===== src/rtl/mem_port_arbiter.sv =====
// Arbiter/sequencer sharing the single main-memory port between I-cache refills and D-cache refills/writes.
// Optional build macro MEM_ARB_ICACHE_PRIO_EN: fixed I-cache priority instead of round-robin.
module mem_port_arbiter #(
   parameter int LINE_WORDS = 4,
   parameter int LATENCY    = 2
) (
   input  logic                          clk,
   input  logic                          rst_n,
   input  logic                          ic_req,
   input  logic [31:0]                   ic_addr,
   output logic                          ic_rvalid,
   output logic [31:0]                   ic_rdata,
   output logic [$clog2(LINE_WORDS)-1:0] ic_beat,
   output logic                          ic_done,
   input  logic                          dc_req,
   input  logic                          dc_we,
   input  logic [31:0]                   dc_addr,
   input  logic [31:0]                   dc_wdata,
   output logic                          dc_rvalid,
   output logic [31:0]                   dc_rdata,
   output logic [$clog2(LINE_WORDS)-1:0] dc_beat,
   output logic                          dc_done,
   output logic [31:0]                   mem_addr,
   output logic                          mem_we,
   output logic [31:0]                   mem_wdata,
   input  logic [31:0]                   mem_rdata,
   output logic                          busy
);

   localparam int BW = $clog2(LINE_WORDS);
   localparam int CW = (LATENCY > 1) ? $clog2(LATENCY) : 1;
   localparam logic [31:0]   LINE_MASK = ~((32'd1 << (BW + 2)) - 32'd1);
   localparam logic [31:0]   WORD_MASK = 32'hFFFF_FFFC;
   localparam logic [BW-1:0] LAST_BEAT = BW'(LINE_WORDS - 1);
   localparam logic [CW-1:0] WAIT_LOAD = CW'(LATENCY - 1);

   typedef enum logic [1:0] {
      ST_IDLE = 2'd0,
      ST_WAIT = 2'd1,
      ST_XFER = 2'd2,
      ST_DONE = 2'd3
   } state_t;

   state_t        state_r, state_s;
   logic [CW-1:0] cnt_r, cnt_s;
   logic [BW-1:0] beat_r, beat_s;
   logic          owner_dc_r, owner_dc_s;
   logic          we_r, we_s;
   logic [31:0]   addr_r, addr_s;
   logic [31:0]   wdata_r, wdata_s;
   logic          grant_dc_s;
   logic [31:0]   sel_addr_s;
   logic          xfer_rd_s;

`ifdef MEM_ARB_ICACHE_PRIO_EN
   // Fixed priority: D-cache only wins when the I-cache is not asking.
   always_comb begin
      grant_dc_s = ~ic_req;
   end
`else
   logic last_dc_r, last_dc_s;

   // Round-robin: on a tie the requester not granted last wins.
   always_comb begin
      if (ic_req && dc_req) begin
         grant_dc_s = ~last_dc_r;
      end else begin
         grant_dc_s = dc_req;
      end
   end

   // Last-grant memory starts at D-cache so the I-cache takes the first tie.
   always_ff @(posedge clk or negedge rst_n) begin
      if (!rst_n) begin
         last_dc_r <= 1'b1;
      end else begin
         last_dc_r <= last_dc_s;
      end
   end

   // Remember the winner only when a grant is actually issued.
   always_comb begin
      if ((state_r == ST_IDLE) && (ic_req || dc_req)) begin
         last_dc_s = grant_dc_s;
      end else begin
         last_dc_s = last_dc_r;
      end
   end
`endif

   assign sel_addr_s = grant_dc_s ? dc_addr : ic_addr;

   // Next-state and transaction-context sequencing.
   always_comb begin
      state_s    = state_r;
      cnt_s      = cnt_r;
      beat_s     = beat_r;
      owner_dc_s = owner_dc_r;
      we_s       = we_r;
      addr_s     = addr_r;
      wdata_s    = wdata_r;
      case (state_r)
         ST_IDLE: begin
            if (ic_req || dc_req) begin
               owner_dc_s = grant_dc_s;
               we_s       = grant_dc_s & dc_we;
               addr_s     = (grant_dc_s && dc_we) ? (sel_addr_s & WORD_MASK)
                                                  : (sel_addr_s & LINE_MASK);
               wdata_s    = dc_wdata;
               cnt_s      = WAIT_LOAD;
               beat_s     = {BW{1'b0}};
               state_s    = ST_WAIT;
            end else begin
               state_s    = ST_IDLE;
            end
         end
         ST_WAIT: begin
            if (cnt_r == {CW{1'b0}}) begin
               beat_s  = {BW{1'b0}};
               state_s = ST_XFER;
            end else begin
               cnt_s   = cnt_r - {{(CW-1){1'b0}}, 1'b1};
            end
         end
         ST_XFER: begin
            if (we_r || (beat_r == LAST_BEAT)) begin
               state_s = ST_DONE;
            end else begin
               beat_s  = beat_r + {{(BW-1){1'b0}}, 1'b1};
            end
         end
         ST_DONE: begin
            beat_s  = {BW{1'b0}};
            cnt_s   = {CW{1'b0}};
            state_s = ST_IDLE;
         end
         default: begin
            state_s = ST_IDLE;
         end
      endcase
   end

   // State and context registers; reset aborts any transaction in flight.
   always_ff @(posedge clk or negedge rst_n) begin
      if (!rst_n) begin
         state_r    <= ST_IDLE;
         cnt_r      <= {CW{1'b0}};
         beat_r     <= {BW{1'b0}};
         owner_dc_r <= 1'b0;
         we_r       <= 1'b0;
         addr_r     <= 32'd0;
         wdata_r    <= 32'd0;
      end else begin
         state_r    <= state_s;
         cnt_r      <= cnt_s;
         beat_r     <= beat_s;
         owner_dc_r <= owner_dc_s;
         we_r       <= we_s;
         addr_r     <= addr_s;
         wdata_r    <= wdata_s;
      end
   end

   // Outputs decode registered state; only read data passes straight through.
   assign xfer_rd_s = (state_r == ST_XFER) && !we_r;
   assign ic_rvalid = xfer_rd_s && !owner_dc_r;
   assign dc_rvalid = xfer_rd_s && owner_dc_r;
   assign ic_rdata  = ic_rvalid ? mem_rdata : 32'd0;
   assign dc_rdata  = dc_rvalid ? mem_rdata : 32'd0;
   assign ic_beat   = ic_rvalid ? beat_r : {BW{1'b0}};
   assign dc_beat   = dc_rvalid ? beat_r : {BW{1'b0}};
   assign ic_done   = (state_r == ST_DONE) && !owner_dc_r;
   assign dc_done   = (state_r == ST_DONE) && owner_dc_r;
   assign mem_we    = (state_r == ST_XFER) && we_r;
   assign mem_wdata = mem_we ? wdata_r : 32'd0;
   assign mem_addr  = mem_we    ? addr_r :
                      xfer_rd_s ? (addr_r + 32'({beat_r, 2'b00})) : 32'd0;
   assign busy      = (state_r != ST_IDLE);

endmodule


===== config.mk =====
export PLATFORM = sky130hd
export DESIGN_NAME = mem_port_arbiter
export DESIGN_NICKNAME = d
export VERILOG_FILES = /design/src/rtl/mem_port_arbiter.sv
export SDC_FILE = /design/constraint.sdc
export NUM_CORES = 1
export LEC_CHECK = 0
export ABC_AREA = 1
export CAP_MARGIN = 20
export CELL_PAD_IN_SITES_DETAIL_PLACEMENT = 0
export CELL_PAD_IN_SITES_GLOBAL_PLACEMENT = 2
export CORE_MARGIN = 10
export CORE_UTILIZATION = 20
export CTS_CLUSTER_DIAMETER = 150
export DETAILED_ROUTE_END_ITERATION = 12
export MAX_ROUTING_LAYER = met4
export PLACE_DENSITY = 0.83
export SLEW_MARGIN = 10
export SYNTH_ARGS = -nofsm -noshare
export SYNTH_HDL_FRONTEND = slang
export SYNTH_SLANG_ARGS = --single-unit

===== constraint.sdc =====
create_clock -name clk -period 3.2 [get_ports clk]
set_input_delay 0.32 -clock clk [delete_from_list [all_inputs] [get_ports clk]]
set_output_delay 0.32 -clock clk [all_outputs]
set_load 0.02 [all_outputs]

==> impl_results.html <==
<table>
<tr><th>Metric</th><th>Value</th></tr>
<tr><th colspan="2">Yosys</th></tr>
<tr><td>Area share of the largest cell type after synthesis</td><td>35.9%</td></tr>
<tr><td>Simple-gate share of the synthesized area</td><td>approximately 32%</td></tr>
<tr><td>Cell types occupying the most area after synthesis</td><td>dfrtp_1 36%, nor2_1 14%, nand2_1 11%</td></tr>
<tr><td>Complex-gate fraction of the synthesized area</td><td>14.8%</td></tr>
<tr><td>Post-Synthesis Cells</td><td>736</td></tr>
<tr><td>Post-Synth Adder-Cell Area</td><td>under 10%</td></tr>
<tr><td>Mean instance size in the synthesized netlist</td><td>6.53 sq um</td></tr>
<tr><td>Synth Area in XOR/XNOR</td><td>0%</td></tr>
<tr><td>Cell type with the highest aggregate area in the netlist</td><td>dfrtp_1</td></tr>
<tr><td>Synth cell types</td><td>32</td></tr>
<tr><td>#FFs+latches synth</td><td>70</td></tr>
<tr><td>Cell area after synthesis</td><td>between 0.004 and 0.005 sq mm</td></tr>
<tr><td>Sequential element share of the synthesized area</td><td>36.5%</td></tr>
<tr><td>Fraction of synthesized area in multiplexers</td><td>0%</td></tr>
<tr><td>Syn. warnings</td><td>0</td></tr>
<tr><td>Combinational family with the most area after synthesis</td><td>simple AND/OR/NAND/NOR gates</td></tr>
<tr><th colspan="2">Route</th></tr>
<tr><td>Total via count after detailed routing</td><td>5295</td></tr>
<tr><td>Uppermost layer routed</td><td>met4</td></tr>
<tr><td>Met2 wire length</td><td>around 10 mm</td></tr>
<tr><td>Total routed wirelength</td><td>21.5 mm</td></tr>
<tr><td>Drt pass-1 iters</td><td>4</td></tr>
<tr><td>Final ANT Viol Nets</td><td>0</td></tr>
<tr><td>DR DRC count</td><td>0</td></tr>
<tr><td>Routed vias/inst</td><td>4.02</td></tr>
<tr><td>WL per Instance</td><td>16.3 microns</td></tr>
<tr><td>Met1 WL</td><td>9.59 mm</td></tr>
<tr><td>Detailed-routed wire length on met3</td><td>1.70 mm</td></tr>
<tr><td>DRC violation total after the first TritonRoute iteration</td><td>around 230</td></tr>
<tr><th colspan="2">Floorplanning</th></tr>
<tr><td>Die Wd</td><td>175 microns</td></tr>
<tr><td>Total Die Area</td><td>0.0306 sq mm</td></tr>
<tr><td>Starting Density</td><td>20.4%</td></tr>
<tr><td>Rows</td><td>56</td></tr>
<tr><td>I/O pin total</td><td>271</td></tr>
<tr><td>Die height</td><td>175 microns</td></tr>
<tr><td>Placeable core area</td><td>approximately 0.024 sq mm</td></tr>
<tr><th colspan="2">STA</th></tr>
<tr><td>Fin Setup TNS</td><td>0 ps</td></tr>
<tr><td>Final Hold Viols</td><td>0</td></tr>
<tr><td>Largest clock skew in the final design</td><td>8.48 ps</td></tr>
<tr><td>Unrepaired setup endpoints after global routing</td><td>no</td></tr>
<tr><td>Crit share post-route</td><td>a little over nine tenths</td></tr>
<tr><td>Final Max Tran Viols</td><td>0</td></tr>
<tr><td>Min Tclk post-route</td><td>about 3000 ps</td></tr>
<tr><td>Highest achievable clock rate</td><td>329 MHz</td></tr>
<tr><td>Slew HR</td><td>36.2%</td></tr>
<tr><td>Worst Tran Pin Value</td><td>approximately 960 ps</td></tr>
<tr><td>Finish-stage setup viols</td><td>0</td></tr>
<tr><th colspan="2">GRT</th></tr>
<tr><td>Number of global-route vias before repair</td><td>5390</td></tr>
<tr><td>Maximum number of pins on one net before global-route repair</td><td>71</td></tr>
<tr><td>Initial antenna violation count</td><td>9</td></tr>
<tr><td>Gr ovfl total</td><td>0</td></tr>
<tr><td>Total GRT Usage</td><td>14.0%</td></tr>
<tr><td>First-pass GRT wire length</td><td>around 32 mm</td></tr>
<tr><th colspan="2">Place</th></tr>
<tr><td>Routability congestion estimate from global placement</td><td>0.814</td></tr>
<tr><td>Count of input and output buffers</td><td>about 260</td></tr>
<tr><td>Placed wire-length estimate after detailed placement</td><td>17.0 mm</td></tr>
<tr><th colspan="2">Cells and area</th></tr>
<tr><td>Area growth from synthesis to final layout</td><td>66.8%</td></tr>
<tr><td>Most common cell after layout, fill and taps aside</td><td>clkdlybuf4s50_1</td></tr>
<tr><td>Storage element area</td><td>approximately 0.0018 sq mm</td></tr>
<tr><td>Share of layout cells above drive strength 1</td><td>6.08%</td></tr>
<tr><td>Filler Cells Inserted</td><td>about 2600</td></tr>
<tr><td>Post-route core utilization</td><td>34.1%</td></tr>
<tr><td>Multi-input gate area in the final layout</td><td>0.00240 sq mm</td></tr>
<tr><td>Most used cells in the layout excluding fill and tap cells</td><td>256 x clkdlybuf4s50_1, 176 x nor2_1, 138 x nand2_1</td></tr>
<tr><td>Total Nets Final</td><td>1124</td></tr>
<tr><th colspan="2">Clock network</th></tr>
<tr><td>Maximum number of buffers from clock root to sink</td><td>2</td></tr>
<tr><td>Depth of the CTS H-tree</td><td>3</td></tr>
<tr><td>TritonCTS Sinks</td><td>70</td></tr>
<tr><td>CTS tree</td><td>yes</td></tr>
<tr><td>Clock slew seen by the registers of the worst setup and hold paths</td><td>60 ps</td></tr>
<tr><td>Root cell of the clock tree</td><td>clkbuf_16</td></tr>
<tr><td>Count of hold buffers inserted by post-cts repair</td><td>0</td></tr>
<tr><td>Insertion delay to the later sink of the worst-skew pair</td><td>~350 ps</td></tr>
<tr><td>Number of buffers added by the clock tree synthesis step</td><td>9</td></tr>
<tr><th colspan="2">Critical path</th></tr>
<tr><td>Required time reported for the critical path endpoint</td><td>2880 ps</td></tr>
<tr><td>Endpoint kind of the worst setup timing path</td><td>output port</td></tr>
<tr><td>Highest-delay cell along the critical path</td><td>clkdlybuf4s50_1</td></tr>
<tr><td>Largest stage delay on the critical path</td><td>a little under 700 ps</td></tr>
<tr><td>Kind of critical path</td><td>reg2out</td></tr>
<tr><td>Critical Path, Cell by Cell</td><td>ha_1, fa_1, nand2_2, nor2_1, nand2_1, nor3_1, nor3_1, clkdlybuf4s50_1</td></tr>
<tr><td>Crit path DAT</td><td>~2700 ps</td></tr>
<tr><td>CP max FO</td><td>3</td></tr>
<tr><td>Sort of element at the start of the critical path</td><td>flop</td></tr>
<tr><td>Most common cell on crit path</td><td>nor3_1</td></tr>
<tr><th colspan="2">Run</th></tr>
<tr><td>Count of max-cap constraint violations</td><td>0</td></tr>
<tr><th colspan="2">Power and ir drop</th></tr>
<tr><td>Sequential Power Share</td><td>27.2%</td></tr>
<tr><td>Comb pwr share</td><td>56.0%</td></tr>
<tr><td>Share of total power consumed by net switching</td><td>46.8%</td></tr>
<tr><td>Static power due to leakage</td><td>roughly 3.5 nW</td></tr>
<tr><td>PnR Total Power</td><td>6.24 mW</td></tr>
<tr><td>Cell internal power dissipation</td><td>3.32 mW</td></tr>
<tr><td>Net switching power of the design</td><td>approximately 3 mW</td></tr>
<tr><td>PD cells</td><td>approximately 800 mW/mm^2</td></tr>
<tr><td>Largest voltage drop on the vdd net</td><td>329 uV</td></tr>
<tr><td>Part of the power in the clock network</td><td>16.8%</td></tr>
<tr><th colspan="2">Status</th></tr>
<tr><td>Result of the run</td><td>completed</td></tr>
<tr><th colspan="2">Hold path</th></tr>
<tr><td>Tightest Hold Check Type</td><td>in2async</td></tr>
</table>
==> power groups by stage <==
| stage | Clock [mW] | Sequential (mW) | Combinational (mW) |
|---|---|---|---|
| 3_5_place_dp | 0 | 1.71 | 3.56 |
| 2_1_floorplan | 0 | 1.57 | 2.19 |
| 6_report | 1.05 | 1.70 | 3.50 |
| 3_3_place_gp | 0 | 1.70 | 3.55 |
| 5_1_grt | 1.11 | 1.77 | 3.87 |
| 4_1_cts | 1.09 | 1.70 | 3.58 |
==> stage by stage <==
| step | worst slack, ps | hold WS [ps] | instance area (sq um) | std cells |
|---|---|---|---|---|
| 3_3_place_gp | 413 | 464 | 7680 | 1290 |
| 3_5_place_dp | 393 | 468 | 7680 | 1290 |
| 5_1_grt | 3.84 | 210 | 8020 | 1315 |
| 6_report | 163 | 124 | 8020 | 1316 |
| 2_1_floorplan | 1090 | 24.4 | 4810 | 737 |
| 4_1_cts | 11.2 | 174 | 7980 | 1306 |
==> layer usage <==
| layer | track usage [%] | up-vias |
|---|---|---|
| met3 | 5.86 | 8 |
| met2 | 22.2 | 139 |
| met4 | 2.19 | 0 |
| met1 | 16.5 | 2357 |
| met5 | - | - |
| li1 | - | 2791 |
==> synthesized netlist by cell type, drive strengths merged <==
| cell type | count |
|---|---|
| nor2 | 195 |
| nand2 | 141 |
| inv | 116 |
| o21ai | 92 |
| dfrtp | 69 |
| buf | 30 |
| nand3 | 28 |
| a21oi | 23 |
| o22ai | 16 |
| ha | 8 |
| nor3 | 6 |
| clkbuf | 4 |
| a221oi | 1 |
| a32oi | 1 |
| and3 | 1 |
| conb | 1 |
| dfstp | 1 |
| fa | 1 |
| nand4 | 1 |
| o41ai | 1 |
==> registers in the layout, summed over array words and instances, names as in the netlist <==
signal,cells
beat_r,2
wdata_r,32
cnt_r,1
we_r,1
last_dc_r,1
owner_dc_r,1
state_r,2
addr_r,30
==> worst max-delay path: cells and delay by family, from the launching register on <==
family	cells	cell delay [ps]
buffers and inverters	1	680
adder cells (fa/ha/maj)	2	680
AND/OR/NAND/NOR	5	600
flip-flops	1	410
==> logic make-up after synthesis <==
| logic type | after synthesis |
|---|---|
| fa+ha+maj | 9 |
| simple gates | 372 |
| flops | 70 |
| buf+inv | 150 |
| compound gates | 134 |
| other cells | 1 |
==> timing repair <==
item / CTS / global route
setup buffers: 0 / 0
gates resized for setup: 0 / 5
endpoints found under the setup margin: 0 / 7
endpoints found under the hold margin: 0 / 0
==> layout make-up <==
class | count | share of cell area [%]
Tap cell | 319 | 4.98
Clock buffer | 10 | 2.86
Inverter | 116 | 5.52
Clock inverter | 6 | 0.889
Timing Repair Buffer | 268 | 33.6
Antenna cell | 10 | 0.312
Multi-Input combinational cell | 517 | 30.0
Sequential cell | 70 | 21.9
==> worst paths after layout <==
path	startpoint	end	slack, ps	cells after the start
min in group clk	last_dc_r$_DFFE_PN1P_	last_dc_r$_DFFE_PN1P_	470	2
hold / removal	rst_n	cnt_r$_DFFE_PN0P_	120	1
setup / recovery	beat_r[0]$_DFFE_PN0P_	mem_addr[8]	160	8
hold reg to reg	last_dc_r$_DFFE_PN1P_	last_dc_r$_DFFE_PN1P_	470	2
setup reg to reg	state_r[1]$_DFFE_PN0P_	wdata_r[22]$_DFFE_PN0P_	1100	8
max in group asynchronous	rst_n	wdata_r[9]$_DFFE_PN0P_	2450	1
(Power assumes the default switching activity.)
